### src/rtl/insmem_arbiter.sv
// Round-robin arbiter sharing one single-port, registered-read instruction memory among
// NUM_CORES fetch units, with a loader write port that always takes precedence.
module insmem_arbiter #(
  parameter int NUM_CORES  = 4,
  parameter int DATA_WIDTH = 12,
  parameter int ADDR_WIDTH = 12
) (
  input  logic                            clk,
  input  logic                            rst,
  input  logic [NUM_CORES-1:0]            req,
  input  logic [NUM_CORES*ADDR_WIDTH-1:0] core_addr,
  output logic [NUM_CORES-1:0]            grant,
  output logic [NUM_CORES-1:0]            rvalid,
  output logic [DATA_WIDTH-1:0]           rdata,
  input  logic                            ld_wrEn,
  input  logic [ADDR_WIDTH-1:0]           ld_addr,
  input  logic [DATA_WIDTH-1:0]           ld_data,
  output logic                            mem_wrEn,
  output logic [ADDR_WIDTH-1:0]           mem_address,
  output logic [DATA_WIDTH-1:0]           mem_dataIn,
  input  logic [DATA_WIDTH-1:0]           mem_dataOut
);

  localparam int PTR_W = (NUM_CORES > 1) ? $clog2(NUM_CORES) : 1;

  logic [PTR_W-1:0]      r_rr_ptr;
  logic [NUM_CORES-1:0]  r_rvalid;

  logic [ADDR_WIDTH-1:0] w_core_addr [NUM_CORES];
  logic [PTR_W-1:0]      w_idx;
  logic [PTR_W-1:0]      w_sel;
  logic                  w_found;
  logic                  w_core_win;
  logic [PTR_W-1:0]      w_next_ptr;

  for (genvar g = 0; g < NUM_CORES; g++) begin : g_addr_split
    assign w_core_addr[g] = core_addr[g*ADDR_WIDTH +: ADDR_WIDTH];
  end

  // First requester when scanning from r_rr_ptr upward, wrapping mod NUM_CORES.
  // NOTE: every variable gets a default before the loop so no path leaves it unassigned (no latch).
  always_comb begin
    w_found = 1'b0;
    w_sel   = '0;
    w_idx   = '0;
    for (int i = 0; i < NUM_CORES; i++) begin
      w_idx = PTR_W'((int'(r_rr_ptr) + i) % NUM_CORES);
      if (!w_found && req[w_idx]) begin
        w_found = 1'b1;
        w_sel   = w_idx;
      end
    end
  end

  assign w_core_win = w_found && !ld_wrEn && !rst;
  assign w_next_ptr = (w_sel == PTR_W'(NUM_CORES - 1)) ? '0 : w_sel + 1'b1;

  always_comb begin
    grant       = '0;
    mem_address = '0;
    if (!rst && ld_wrEn) begin
      mem_address = ld_addr;
    end else if (w_core_win) begin
      grant       = NUM_CORES'(1) << w_sel;
      mem_address = w_core_addr[w_sel];
    end
  end

  assign mem_wrEn   = ld_wrEn && !rst;
  assign mem_dataIn = ld_data;
  assign rdata      = mem_dataOut;
  assign rvalid     = r_rvalid;

  // The memory returns data one cycle after the address, so rvalid is the grant delayed by one.
  // NOTE: state registers use non-blocking assignments so every flop samples pre-edge values.
  always_ff @(posedge clk or posedge rst) begin
    if (rst) begin
      r_rr_ptr <= '0;
      r_rvalid <= '0;
    end else begin
      r_rvalid <= grant;
      if (w_core_win) r_rr_ptr <= w_next_ptr;
    end
  end

  a_grant_onehot0: assert property (@(posedge clk) disable iff (rst) $onehot0(grant));
  a_rvalid_onehot0: assert property (@(posedge clk) disable iff (rst) $onehot0(rvalid));

endmodule

### config.mk
export PLATFORM = sky130hd
export DESIGN_NAME = insmem_arbiter
export DESIGN_NICKNAME = d
export VERILOG_FILES = /design/src/rtl/insmem_arbiter.sv
export SDC_FILE = /design/constraint.sdc
export NUM_CORES = 1
export LEC_CHECK = 0
export CAP_MARGIN = 20
export CORE_MARGIN = 3
export CORE_UTILIZATION = 24
export CTS_CLUSTER_SIZE = 8
export DETAILED_ROUTE_END_ITERATION = 10
export PLACE_DENSITY_LB_ADDON = 0.05
export RECOVER_POWER = 25
export SLEW_MARGIN = 20
export SYNTH_ARGS = -nofsm -noshare
export SYNTH_HDL_FRONTEND = slang
export SYNTH_SLANG_ARGS = --single-unit
### constraint.sdc
create_clock -name clk -period 2 [get_ports clk]
set_clock_uncertainty 0.05 [all_clocks]
set_input_delay 0.4 -clock clk [delete_from_list [all_inputs] [get_ports clk]]
set_output_delay 0.4 -clock clk [all_outputs]
set_load 0.01 [all_outputs]
==> flow_summary_export.csv <==
group,metric,value,unit
grt,antenna_found_initial,0,
place,dp_hpwl,3839,um
timing,rsz0062_at_grt,"true",
timing,setup_viol,16,
layout,area_delta_synth_final,119.6,%
pwr,p_per_area,670.1,mW/mm2
grt,grt_first_pass_wirelength,8038,um
worst_setup_path,r2r_end,"rvalid[2]",
grt,grt_max_degree,15,
clock_network,insertion_delay,220,ps
place,pre_cts_slack,-1067,ps
timing,finalCritPeriodShare,1.243,
synth,yosys-top-cells-area,"buf_4 16%, dfrtp_1 13%, mux2i_1 12%, a211o_1 9.3%, o311ai_1 9.3%",
detailed_routing,viasPerCell,4.948,
die,coreArea,0.004444,mm2
die,io_pins,136,
die,die_x,74.65,um
synth,synthMuxAreaShare,0.1250,
pwr,p_leak,1.060,nW
pwr,p_total,0.001664,W
worst_setup_path,worst-endpoint-arrival,2040,ps
place,port-buffer-count,87,
synth,synth_cells,147,
die,dieArea,0.005573,mm2
clock_network,cts_tree,"done",
worst_setup_path,critPathRequiredTime,1550,ps
detailed_routing,drtPass1Iterations,4,
synth,synth_xor_area_frac,0,
detailed_routing,drt-total-wl,5068,um
detailed_routing,ant_nets,0,
timing,max_freq,402.3,MHz
worst_setup_path,reg2regPathDepth,11,
detailed_routing,wl_per_cell,16.56,um
pwr,peakVddDrop,0.3367,mV
grt,grt_util_all_layers,0.1846,
layout,layout.nets,351,
worst_setup_path,max_stage_delay,460,ps
run,max_cap_violations,0,
die,die_y,74.65,um
place,gp_congestion,0.7351,
layout,final_util,0.5588,
detailed_routing,vias,1514,
clock_network,cts_buffers,3,
synth,ys_seq_area_frac,0.1327,
run_status,failed_checks,"negative setup slack",
synth,synth_cell_types,28,
worst_setup_path,cp-end-kind,"output port",
synth,synth_top_family_by_area,"compound AO/OA/AOI/OAI gates",
hold_path,min_path_type,"input port to asynchronous set/reset pin",
synth,ys_warn_count,0,
synth,synth_largest_area_cell,"buf_4",
worst_setup_path,crit_chain,"mux2i_4 -> o2bb2ai_4 -> nor2_4 -> inv_2 -> buf_12 -> buf_12 -> mux2i_4 -> o311ai_2 -> buf_2",
worst_setup_path,r2r_setup_slack,110,ps
clock_network,cts_root_buf,"clkbuf_8",
clock_network,cts_buffer_depth,2,
timing,hold_violations,0,
layout,antenna_cells,0,
worst_setup_path,worst_path_max_delay_cell,"dfrtp_2",
clock_network,clock_sinks,6,
synth,yosysTopAreaCellShare,0.1593,
clock_network,h-tree-depth,1,
timing,max_slew_margin,0.7652,
run_status,status,"complete, but fails checks",
layout,drive_above_1_share,0.4331,
worst_setup_path,crit_path_start_kind,"flip-flop",
detailed_routing,drcViolationCount,0,
timing,min_period,2486,ps
die,core.rowCount,24,
synth,syn-cell-area,0.001131,mm2
detailed_routing,dr.first_iter.drc_count,48,
worst_setup_path,criticalPathCategory,"flip-flop to output port",
synth,synth_compound_gate_area_share,0.3208,
timing,slew_violations,0,
synth,avgSynthCellArea,7.694,um2
worst_setup_path,cp_max_fo,6,
clock_network,cts_hold_buf,0,
grt,grt_pass1_vias,1706,
synth,yosys.area_share.simple,0.1394,
synth,synth_fp_nets,242,
worst_setup_path,path_buf_inv,4,
timing,tightest_slew,352.2,ps
timing,setup_ws,-486.0,ps
layout,fin_area,0.002484,mm2
worst_setup_path,r2r-start,"r_rr_ptr[1]",
place,placed_area,0.002161,mm2
grt,grt.overflow.total,0,
worst_setup_path,critPathTopFamily,"buffers and inverters",
clock_network,clk_pin_slew,40,ps
die,initial_core_util,0.2545,
synth,synth_seq_cells,6,
synth,synth_fa_ha_area_frac,0.04425,
## stage by stage
step                      hold WS [ps]  TNS [ps]  instances
after floorplan                  141.0    -50.14        147
after global placement           638.2    -17730        282
after detailed placement         649.6    -18180        282
after CTS                        539.7     -7180        305
after global routing             454.4     -8149        306
final                            385.0     -6813        306
## cell usage after synthesis, drive strengths merged
master and n:
buf 28, o21ai 14, mux2i 13, nand2 13
a211o 12, nand3 12, o311ai 12, inv 8
clkbuf 7, nor2 7, dfrtp 6, ha 4
a21o 1, a21oi 1, a221oi 1, a22oi 1
a2bb2oi 1, mux2 1, nand2b 1, nand3b 1
nor2b 1, o2bb2ai 1, o41ai 1
## registers in the layout (all words and copies together), names as in the netlist
register,cells
r_rr_ptr,2
rvalid,4
## per-layer routing
layer  global-route usage  wire length (um)  share of wire
met5                    0                 0              0
met4              0.05929                59          0.012
met2               0.3493              2759           0.54
met1               0.2086              1866           0.37
met3              0.03071               384          0.076
## worst max path at each step
| stage | from | to | slack [ps] | cells past startpoint |
|---|---|---|---|---|
| floorplan | r_rr_ptr[0] | grant[3] | -30 | 7 |
| CTS | r_rr_ptr[1] | mem_address[9] | -530 | 9 |
| global placement | req[3] | mem_address[5] | -1030 | 8 |
| global route | r_rr_ptr[1] | mem_address[3] | -550 | 8 |
| detailed placement | req[3] | mem_address[11] | -1070 | 8 |
| finish | r_rr_ptr[1] | mem_address[0] | -490 | 9 |
## worst min-delay path: cells and delay by family
family	cells	cell delay [ps]
buffers and inverters	3	620
## layout make-up
cell class	instances	area [um2]
Tap cell	52	65.06
Clock buffer	3	41.29
Multi-Input combinational cell	98	933.4
Inverter	8	37.54
Timing Repair Buffer	139	1254
Sequential cell	6	152.6
Fill cell	406	1961
## placed cells by master (no fill, tap or decap), types with 3 or more instances in the layout
cell type,instances
nand3_1,12
buf_6,6
o21ai_0,8
o311ai_2,10
buf_12,3
clkdlybuf4s50_1,65
nand2_1,12
inv_2,3
clkbuf_8,3
o21ai_1,4
mux2i_1,9
inv_1,4
a211o_1,12
nor2_2,5
dfrtp_1,4
buf_4,40
buf_2,16
## cell families after synthesis
family / after synthesis
mux: 14
simple gates: 35
compound gates: 45
buf+inv: 43
flops: 6
fa+ha+maj: 4
## what timing repair did
item | 4_1_cts | 5_1_grt
setup endpoints to repair | 20 | 17
pin swaps | 7 | 5
gates resized for setup | 104 | 17
cloned | 2 | 0
setup buffers | 19 | 1
hold endpoints to repair | 0 | 0
## where the power goes
group	internal [W]	switching [W]	leakage, nW
Sequential	0.000148	0.0000401	0.0758
Combinational	0.000732	0.000560	0.963
Clock	0.000130	0.0000545	0.0216
Total	0.00101	0.000655	1.06
Note: power is estimated with default switching activity, not from simulation.
